<file path="src/rtl/ifetch_if.sv">
// Fetch-side bundle: instruction-memory port, execute redirect and the
// decode-facing valid/ready channel. master = fetch controller.
interface ifetch_if;
    logic [31:0] imem_addr;
    logic [31:0] imem_rdata;
    logic        redirect_valid;
    logic [31:0] redirect_pc;
    logic        out_valid;
    logic [31:0] out_instr;
    logic [31:0] out_pc;
    logic        out_ready;
    logic        addr_err;

    modport master (
        output imem_addr, out_valid, out_instr, out_pc, addr_err,
        input  imem_rdata, redirect_valid, redirect_pc, out_ready
    );

    modport slave (
        input  imem_addr, out_valid, out_instr, out_pc, addr_err,
        output imem_rdata, redirect_valid, redirect_pc, out_ready
    );
endinterface

</file>
<file path="src/rtl/ifetch_ctrl.sv">
// Instruction-fetch controller: owns the fetch PC, reads the combinational
// instruction memory every cycle and buffers {pc, instr} in a small prefetch
// FIFO that feeds decode. Redirects flush the FIFO; bad addresses halt fetch
// with a sticky error until reset.
module ifetch_ctrl #(
    parameter logic [31:0] RESET_PC   = 32'h0000_0000,
    parameter int          MEM_SIZE   = 1024,
    parameter int          FIFO_DEPTH = 2
) (
    input  logic clk,
    input  logic rst_n,
    ifetch_if.master bus
);

    localparam int          PW        = $clog2(FIFO_DEPTH);
    localparam logic [31:0] MEM_WORDS = 32'(MEM_SIZE);

    typedef enum logic [1:0] {IDLE, FETCH, HALT} state_t;

    typedef struct packed {
        logic [31:0] pc;
        logic [31:0] instr;
    } entry_t;

    state_t        state, state_nxt;
    logic [31:0]   fetch_pc;
    entry_t        fifo [FIFO_DEPTH];
    logic [PW-1:0] rd_ptr, wr_ptr;
    logic [PW:0]   count;
    logic          addr_err_q;

    logic full, empty, fetch_ok;
    logic do_push, do_pop, flush, set_err, load_redir;

    assign full     = (count == (PW+1)'(FIFO_DEPTH));
    assign empty    = (count == '0);
    // Legal only if word-aligned and inside the memory array.
    assign fetch_ok = (fetch_pc[1:0] == 2'b00) && ({2'b00, fetch_pc[31:2]} < MEM_WORDS);

    // State register.
    always_ff @(posedge clk or negedge rst_n) begin
        if (!rst_n) state <= IDLE;
        else        state <= state_nxt;
    end

    // Next state and per-cycle FIFO/PC controls; redirect outranks push and pop.
    always_comb begin
        state_nxt  = state;
        do_pop     = !empty && bus.out_ready;
        do_push    = 1'b0;
        flush      = 1'b0;
        set_err    = 1'b0;
        load_redir = 1'b0;
        case (state)
            IDLE: state_nxt = FETCH;
            FETCH: begin
                if (bus.redirect_valid) begin
                    flush      = 1'b1;
                    do_pop     = 1'b0;
                    load_redir = 1'b1;
                    if (bus.redirect_pc[1:0] != 2'b00) begin
                        state_nxt = HALT;
                        set_err   = 1'b1;
                    end
                end else if (!fetch_ok) begin
                    state_nxt = HALT;
                    set_err   = 1'b1;
                end else begin
                    do_push = !full || do_pop;
                end
            end
            HALT: ;
            default: state_nxt = IDLE;
        endcase
    end

    // Fetch PC, error flag and prefetch FIFO storage/pointers.
    always_ff @(posedge clk or negedge rst_n) begin
        if (!rst_n) begin
            fetch_pc   <= RESET_PC;
            addr_err_q <= 1'b0;
            rd_ptr     <= '0;
            wr_ptr     <= '0;
            count      <= '0;
            for (int i = 0; i < FIFO_DEPTH; i++) fifo[i] <= '0;
        end else begin
            if (set_err) addr_err_q <= 1'b1;
            // A misaligned redirect still lands in fetch_pc so the bad target is visible.
            if (load_redir)   fetch_pc <= bus.redirect_pc;
            else if (do_push) fetch_pc <= fetch_pc + 32'd4;
            if (flush) begin
                rd_ptr <= '0;
                wr_ptr <= '0;
                count  <= '0;
            end else begin
                if (do_push) begin
                    fifo[wr_ptr] <= '{pc: fetch_pc, instr: bus.imem_rdata};
                    wr_ptr       <= wr_ptr + PW'(1);
                end
                if (do_pop) rd_ptr <= rd_ptr + PW'(1);
                count <= count + (PW+1)'(do_push) - (PW+1)'(do_pop);
            end
        end
    end

    // Outputs come straight from registers; nothing combinational from imem or redirect.
    assign bus.imem_addr = fetch_pc;
    assign bus.out_valid = !empty;
    assign bus.out_pc    = fifo[rd_ptr].pc;
    assign bus.out_instr = fifo[rd_ptr].instr;
    assign bus.addr_err  = addr_err_q;

endmodule

</file>
<file path="src/flat_wrapper.sv">
// flat-port wrapper written by rule: the top's interface ports become plain ports
module ifetch_ctrl_flat 
#(
    parameter logic [31:0] RESET_PC   = 32'h0000_0000,
    parameter int          MEM_SIZE   = 1024,
    parameter int          FIFO_DEPTH = 2
)
  (clk, rst_n, bus_imem_addr, bus_out_valid, bus_out_instr, bus_out_pc, bus_addr_err, bus_imem_rdata, bus_redirect_valid, bus_redirect_pc, bus_out_ready);
  ifetch_if bus_i ();
  input  logic clk;
  input  logic rst_n;
  output wire logic [$bits(bus_i.imem_addr)-1:0] bus_imem_addr;
  output wire logic [$bits(bus_i.out_valid)-1:0] bus_out_valid;
  output wire logic [$bits(bus_i.out_instr)-1:0] bus_out_instr;
  output wire logic [$bits(bus_i.out_pc)-1:0] bus_out_pc;
  output wire logic [$bits(bus_i.addr_err)-1:0] bus_addr_err;
  input wire logic [$bits(bus_i.imem_rdata)-1:0] bus_imem_rdata;
  input wire logic [$bits(bus_i.redirect_valid)-1:0] bus_redirect_valid;
  input wire logic [$bits(bus_i.redirect_pc)-1:0] bus_redirect_pc;
  input wire logic [$bits(bus_i.out_ready)-1:0] bus_out_ready;
  assign bus_imem_addr = bus_i.imem_addr;
  assign bus_out_valid = bus_i.out_valid;
  assign bus_out_instr = bus_i.out_instr;
  assign bus_out_pc = bus_i.out_pc;
  assign bus_addr_err = bus_i.addr_err;
  assign bus_i.imem_rdata = bus_imem_rdata;
  assign bus_i.redirect_valid = bus_redirect_valid;
  assign bus_i.redirect_pc = bus_redirect_pc;
  assign bus_i.out_ready = bus_out_ready;
  ifetch_ctrl #(.RESET_PC(RESET_PC), .MEM_SIZE(MEM_SIZE), .FIFO_DEPTH(FIFO_DEPTH)) u_core (.clk(clk), .rst_n(rst_n), .bus(bus_i));
endmodule
</file>
<file path="config.mk">
export PLATFORM = sky130hd
export DESIGN_NAME = ifetch_ctrl_flat
export DESIGN_NICKNAME = d
export VERILOG_FILES = /design/src/rtl/ifetch_if.sv /design/src/rtl/ifetch_ctrl.sv /design/src/flat_wrapper.sv
export SDC_FILE = /design/constraint.sdc
export NUM_CORES = 1
export LEC_CHECK = 0
export ABC_AREA = 1
export BUFFER_PORTS_ARGS = -buffer_cell sky130_fd_sc_hd__buf_2
export CORE_ASPECT_RATIO = 1.25
export CORE_UTILIZATION = 34
export CTS_CLUSTER_DIAMETER = 150
export DETAILED_ROUTE_END_ITERATION = 8
export GPL_TIMING_DRIVEN = 0
export PLACE_DENSITY_LB_ADDON = 0.05
export REMOVE_ABC_BUFFERS = 1
export SYNTH_ARGS = -nofsm -noshare
export SYNTH_HDL_FRONTEND = slang
export SYNTH_SLANG_ARGS = --single-unit
</file>
<file path="constraint.sdc">
create_clock -name clk -period 2.75 [get_ports clk]
set_input_delay 0.275 -clock clk [delete_from_list [all_inputs] [get_ports clk]]
set_output_delay 0.275 -clock clk [all_outputs]
set_load 0.005 [all_outputs]
</file>
==> results of run 1 <==
## kinds of logic (layout without fill, tap and decap cells)
| family | after synthesis | count (layout) | synth area share |
|---|---|---|---|
| xor+xnor | 5 | 5 | 0.00566 |
| fa+ha+maj | 3 | 3 | 0.00485 |
| buf+inv | 127 | 274 | 0.0735 |
| compound gates | 15 | 15 | 0.0113 |
| simple gates | 452 | 458 | 0.261 |
| mux | 72 | 72 | 0.104 |
| flops | 167 | 167 | 0.540 |
## power groups by stage
stage                     Sequential [W]  Clock [W]  Combinational [W]
after floorplan                  0.00314          0           0.000957
after detailed placement         0.00315          0            0.00180
after global routing             0.00319    0.00245            0.00216
after global placement           0.00329          0            0.00162
final                            0.00313    0.00229            0.00191
after CTS                        0.00313    0.00236            0.00191
## cells in the final DEF (no fill, tap or decap), types with 2 or more instances in the layout
cell type,instances
a31oi_1,2
buf_12,3
buf_16,3
buf_2,164
clkbuf_16,17
clkinv_4,2
clkinvlp_4,4
dfrtp_1,164
dfrtp_2,2
ha_1,3
inv_1,48
inv_2,20
inv_4,2
inv_6,6
mux2_2,64
mux2i_1,8
nand2_1,302
nand2_2,2
nand3_1,31
nand3_2,4
nand3_4,7
nand4_1,86
nor2_1,20
nor2_2,2
o21ai_0,8
o21bai_1,3
xnor2_1,4
## timing repair
item | 4_1_cts | 5_1_grt
cloned | 4 | 2
pin swaps | 3 | 1
hold buffers | 1 | 0
setup endpoints to repair | 153 | 20
hold endpoints to repair | 91 | 0
gates resized for setup | 6 | 7
## stage by stage
| stage | worst slack (ns) | power (W) |
|---|---|---|
| 2_1_floorplan | -0.228 | 0.00410 |
| 3_3_place_gp | -1.75 | 0.00492 |
| 3_5_place_dp | -0.601 | 0.00495 |
| 4_1_cts | 0.0242 | 0.00740 |
| 5_1_grt | -0.0401 | 0.00779 |
| 6_report | 0.222 | 0.00733 |
## metal layers
metal / track usage / vias to the layer above
met3: 0.0424 / 20
met1: 0.250 / 2986
met4: 0.0578 / 0
met2: 0.326 / 144
li1: - / 3034
met5: 0 / -
## final cells by class
type	instances	area [sq um]
multi-input combinational	553	3090
tap	283	354
clock inverter	13	111
clock buffer	19	443
inverter	70	268
sequential	167	4190
fill	2273	12800
timing repair buffer	172	988
## worst register-to-register path, cell delays in order, from the launching register on
cell	delay [ns]
dfrtp_1	0.40
nor2_2	0.37
nand2_4	0.22
buf_12	0.24
inv_4	0.24
nor2_1	0.10
ha_1	0.28
inv_1	0.04
ha_1	0.17
xor2_1	0.15
o21ai_0	0.15
a21oi_1	0.06
## registers in the layout (all words and copies together), names as in the netlist
name	flops
u_core.fifo	128
u_core.bus.addr_err	1
u_core.wr_ptr	1
u_core.count	2
u_core.bus.imem_addr	32
u_core.rd_ptr	1
u_core.state	2
## path summary, 6_finish.rpt
path	to	slack, ns	depth (start not counted)
min	u_core.bus.imem_addr[17]$_DFFE_PN0P_	0.04	3
min reg2reg	u_core.fifo[46]$_DFFE_PN0P_	0.46	2
max in group asynchronous	u_core.count[1]$_DFF_PN0_	1.44	3
min in group asynchronous	u_core.fifo[50]$_DFFE_PN0P_	0.44	2
max	u_core.count[1]$_DFF_PN0_	0.22	11
max reg2reg	u_core.count[1]$_DFF_PN0_	0.22	11
==> results.sh, run 1 <==
export IMPL_outcome="complete, no violations"
export IMPL_power_leakage_nw=5.41
export IMPL_grt_pass1_wl_mm=34.5
export IMPL_grt_remaining_overflow=0
export IMPL_switching_share=0.358
export IMPL_criticalPathCategory="reg -> reg"
export IMPL_drv_cap=0
export IMPL_yosysUniqueCellTypes=27
export IMPL_skew_ns=0.0114
export IMPL_num_antenna_cells=0
export IMPL_finalCriticalPeriod_ns=2.53
export IMPL_cp_common_cell="ha_1"
export IMPL_via_count=6184
export IMPL_io_pins=166
export IMPL_antenna_left=0
export IMPL_worst_ep_arrival_time_ns=2.83
export IMPL_startpoint="u_core.state[1]$_DFFE_PN0P_"
export IMPL_die_x_microns=137
export IMPL_highest_layer="met4"
export IMPL_comb_power_share=0.260
export IMPL_async_flop_share=1.00
export IMPL_post_cts_buffers=0
export IMPL_cts_tree="done"
export IMPL_dpl_cell_area_sq_mm=0.00877
export IMPL_fmax_ghz=0.396
export IMPL_final_nets=1052
export IMPL_crit_family="simple AND/OR/NAND/NOR gates"
export IMPL_finalCritPeriodShare=0.919
export IMPL_ys_top_cells_by_area="dfrtp_1 (54%), nand2_1 (15%), mux2_2 (9.3%), nand4_1 (7.0%), inv_1 (2.3%)"
export IMPL_dr_pass1_iters=4
export IMPL_portBuffers=165
export IMPL_grt_antenna_before_repair=0
export IMPL_p_clk_frac=0.313
export IMPL_max_slew_margin=0.511
export IMPL_met3WireLength_mm=1.10
export IMPL_hold_start="bus_redirect_pc[17]"
export IMPL_grt_pass1_vias=6198
export IMPL_ys_flop_type="dfrtp_1"
export IMPL_slowest_delay_ns=0.40
export IMPL_cpMaxStageDelayCell="dfrtp_1"
export IMPL_fin_tns_setup_ns=0
export IMPL_clk_latency_ns=0.43
export IMPL_coreArea_sq_mm=0.0223
export IMPL_tightest_slew_ns=0.734
export IMPL_synth_edff_count=0
export IMPL_netSwitchingPower_w=0.00263
export IMPL_setup_viol=0
export IMPL_rows=61
export IMPL_path_clk_slew_ns=0.07
export IMPL_synth_avg_cell_area_sq_um=9.19
export IMPL_drv_slew=0
export IMPL_die_area_sq_mm=0.0234
export IMPL_syn_inst=841
export IMPL_final_hold_violation_count=0
export IMPL_syn_to_final_growth_pct=22.1
export IMPL_drc_errors=0
export IMPL_yosysTopAreaCellShare=0.540
export IMPL_peakVddDrop_v=0.000433
export IMPL_wl_met2_mm=10.5
export IMPL_postLayoutCellArea_sq_mm=0.00944
export IMPL_synth_common_cells="nand2_1 (305), dfrtp_1 (167), nand4_1 (86)"
export IMPL_drt_iter0_drc=265
export IMPL_r2r_start="u_core.state[1]$_DFFE_PN0P_"
export IMPL_power_density_mw_per_mm2=777
export IMPL_ys_seq_area_frac=0.540
export IMPL_avgViaCountPerCell=4.84
export IMPL_hold_class="in -> reg"
export IMPL_start_util=0.347
export IMPL_cp_start_kind="register"
export IMPL_seqPwrFrac=0.427
export IMPL_track_usage=0.195
export IMPL_postLayoutCoreUtil=0.424
export IMPL_cts_sinks=167
export IMPL_layout_cells_non_filler=1277
export IMPL_hpwl_mm=11.7
export IMPL_dieHeight_microns=171
export IMPL_yosys_warnings=0
export IMPL_cts_max_level=4
export IMPL_worst_setup_path_end_kind="register"
export IMPL_path_cells="nor2_2, nand2_4, buf_12, inv_4, nor2_1, ha_1, inv_1, ha_1, xor2_1, o21ai_0, a21oi_1"
export IMPL_rsz0062_at_grt="true"
export IMPL_fin_hold_ws_ns=0.0387
export IMPL_grt_start_max_net_pins=93
export IMPL_cts_buffer_depth=2
export IMPL_crit_fanout=38
export IMPL_internal_power_w=0.00471
export IMPL_synth_largest_area_cell="dfrtp_1"
export IMPL_synth_most_common_cell="nand2_1"
export IMPL_cts_buffers=17
export IMPL_cp_required_ns=3.05
export IMPL_netlist_area_sq_mm=0.00773
export IMPL_ys_seq_elements=167
export IMPL_dp_cells=1238
export IMPL_routedWlPerCell_microns=17.1
export IMPL_drt_wl_total_mm=21.8
export IMPL_drive_gt1_frac=0.310
export IMPL_place_gp_congestion=0.733
export IMPL_clockRootBuffer="clkbuf_16"
export IMPL_path_buf_inv=3
export IMPL_drt_met1_wl_mm=9.95
(Power assumes the default switching activity.)
==> run 2, diff against run 1 <==
Settings changed: ABC_AREA 1 to 0.
==> results.sh, run 2 <==
export IMPL_outcome="complete, no violations"
export IMPL_synth_largest_area_cell="dfrtp_1"
export IMPL_rsz0062_at_grt="false"
export IMPL_cts_buffers=17
export IMPL_grt_pass1_wl_mm=29.0
export IMPL_start_util=0.349
export IMPL_drv_cap=0
export IMPL_final_common_cell="dfrtp_1"
export IMPL_final_cell_mix="dfrtp_1 (166), buf_2 (164), mux2_2 (116)"
export IMPL_worst_ep_arrival_time_ns=2.83
export IMPL_die_area_sq_mm=0.0220
export IMPL_netlist_area_sq_mm=0.00729
export IMPL_met3_usage=0.0490
export IMPL_synth_most_common_cell="dfrtp_1"
export IMPL_portBuffers=165
export IMPL_ys_flop_type="dfrtp_1"
export IMPL_layout_cells_non_filler=1024
export IMPL_clockRootBuffer="clkbuf_16"
export IMPL_tightest_slew_ns=0.660
export IMPL_dr_pass1_iters=4
export IMPL_avgViaCountPerCell=4.84
export IMPL_yosysTopAreaCellShare=0.573
export IMPL_fmax_ghz=0.395
export IMPL_hold_class="in -> reg"
export IMPL_power_density_mw_per_mm2=777
export IMPL_track_usage=0.169
export IMPL_setup_viol=0
export IMPL_dieHeight_microns=166
export IMPL_drt_iter0_drc=168
export IMPL_path_clk_slew_ns=0.07
export IMPL_via_count=4961
export IMPL_crit_fanout=14
export IMPL_coreArea_sq_mm=0.0209
export IMPL_grt_busiest_layer="met2"
export IMPL_criticalPathCategory="reg -> reg"
export IMPL_rows=59
export IMPL_finalCriticalPeriod_ns=2.53
export IMPL_cts_buffer_depth=2
export IMPL_cts_tree="done"
export IMPL_finalCritPeriodShare=0.922
export IMPL_dp_cells=985
export IMPL_largest_reg_flops=128
export IMPL_power_w=0.00713
export IMPL_max_slew_margin=0.560
export IMPL_final_hold_violation_count=0
export IMPL_io_pins=166
export IMPL_drive_gt1_frac=0.456
export IMPL_clk_latency_ns=0.42
export IMPL_routedWlPerCell_microns=17.1
export IMPL_ys_seq_elements=167
export IMPL_grt_start_max_net_pins=125
export IMPL_synth_edff_count=0
export IMPL_grt_antenna_before_repair=0
export IMPL_yosys_warnings=0
export IMPL_num_antenna_cells=0
export IMPL_skew_ns=0.00785
export IMPL_fin_tns_setup_ns=0
export IMPL_cp_start_kind="register"
export IMPL_grt_pass1_vias=5328
export IMPL_drv_slew=0
export IMPL_cp_required_ns=3.05
export IMPL_met1_usage=0.208
export IMPL_drt_wl_total_mm=17.5
export IMPL_grt_remaining_overflow=0
export IMPL_power_leakage_nw=4.80
export IMPL_top_register="u_core.fifo"
export IMPL_syn_to_final_growth_pct=25.9
export IMPL_antenna_left=0
export IMPL_yosysUniqueCellTypes=44
export IMPL_cts_max_level=4
export IMPL_synth_avg_cell_area_sq_um=12.8
export IMPL_place_gp_congestion=0.685
export IMPL_final_nets=808
export IMPL_worst_setup_path_end_kind="register"
export IMPL_peakVddDrop_v=0.000446
export IMPL_cts_sinks=167
export IMPL_synth_common_cells="dfrtp_1 (167), mux2_2 (116), nand2_1 (74)"
export IMPL_async_flop_share=1.00
export IMPL_ys_seq_area_frac=0.573
export IMPL_die_x_microns=133
export IMPL_syn_inst=571
export IMPL_hpwl_mm=11.1
export IMPL_drc_errors=0
export IMPL_ys_top_cells_by_area="dfrtp_1 (57%), mux2_2 (18%), mux2_1 (4.9%), nand2_1 (3.8%), and2_1 (2.4%)"
export IMPL_met2_usage=0.289
run 2: cell types whose count changed after synthesis, moves of 28 or more:
cell     change
and2_1      +28
inv_1       -44
mux2_1      +32
mux2_2      +52
nand2_1    -231
nand4_1     -80
run 2: kinds of logic after synthesis:
kind of cell / after synthesis / synth area share
simple gates: 182 / 0.137
flops: 167 / 0.573
mux: 149 / 0.230
buf+inv: 39 / 0.0251
compound gates: 28 / 0.0252
xor+xnor: 3 / 0.00361
fa+ha+maj: 3 / 0.00515
run 2: area by class of cell:
cell class	count	area (sq um)
Sequential cell	167	4180
Multi-Input combinational cell	367	3010
Clock buffer	19	443
Inverter	4	15.0
Tap cell	274	343
Clock inverter	13	146
Fill cell	2036	11700
Timing Repair Buffer	180	1040
run 2: critical path: stages (launching register included):
cell	delay [ns]
dfrtp_1	0.41
nor4_2	0.45
nand2_1	0.19
nor4b_4	0.42
buf_6	0.24
buf_6	0.18
buf_8	0.17
mux2_1	0.34
run 2: repair_timing:
| action | CTS | global route |
|---|---|---|
| pin swaps | 2 | 4 |
| endpoints found under the setup margin | 78 | 57 |
| buffers inserted | 0 | 4 |
| gates resized for setup | 5 | 3 |
| gates cloned | 2 | 0 |
| hold buffers | 1 | 0 |
| endpoints found under the hold margin | 43 | 0 |
run 2: final timing paths:
path | start | end | slack, ns | depth (start not counted)
max | u_core.bus.imem_addr[19]$_DFFE_PN0P_ | u_core.fifo[74]$_DFFE_PN0P_ | 0.22 | 7
min | bus_redirect_pc[27] | u_core.bus.imem_addr[27]$_DFFE_PN0P_ | 0.04 | 3
max reg2reg | u_core.bus.imem_addr[19]$_DFFE_PN0P_ | u_core.fifo[74]$_DFFE_PN0P_ | 0.22 | 7
min reg2reg | u_core.fifo[45]$_DFFE_PN0P_ | u_core.fifo[45]$_DFFE_PN0P_ | 0.48 | 1
max in group asynchronous | rst_n | u_core.rd_ptr$_DFFE_PN0P_ | 1.40 | 3
min in group asynchronous | rst_n | u_core.fifo[2]$_DFFE_PN0P_ | 0.33 | 2
run 2: where the power goes:
| part | internal (W) | switching (W) |
|---|---|---|
| Combinational | 0.000808 | 0.000856 |
| Sequential | 0.00272 | 0.000376 |
| Clock | 0.00137 | 0.000998 |
| Total | 0.00490 | 0.00223 |
run 2: layer usage:
metal / vias to the layer above / wire length [microns]
met5: - / 0
met4: 0 / 202
met3: 10 / 890
met2: 111 / 8730
met1: 2510 / 7700
li1: 2330 / -
run 2: metrics by stage:
step	util	worst slack, ns	area [sq um]	hold WS [ns]
floorplan	-	-2.30	7120	-0.0206
global placement	0.397	-5.40	8290	0.463
detailed placement	0.405	-0.395	8470	0.188
CTS	0.437	0.00843	9130	0.0247
global route	0.439	0.0229	9180	0.0326
finish	0.439	0.215	9180	0.0415
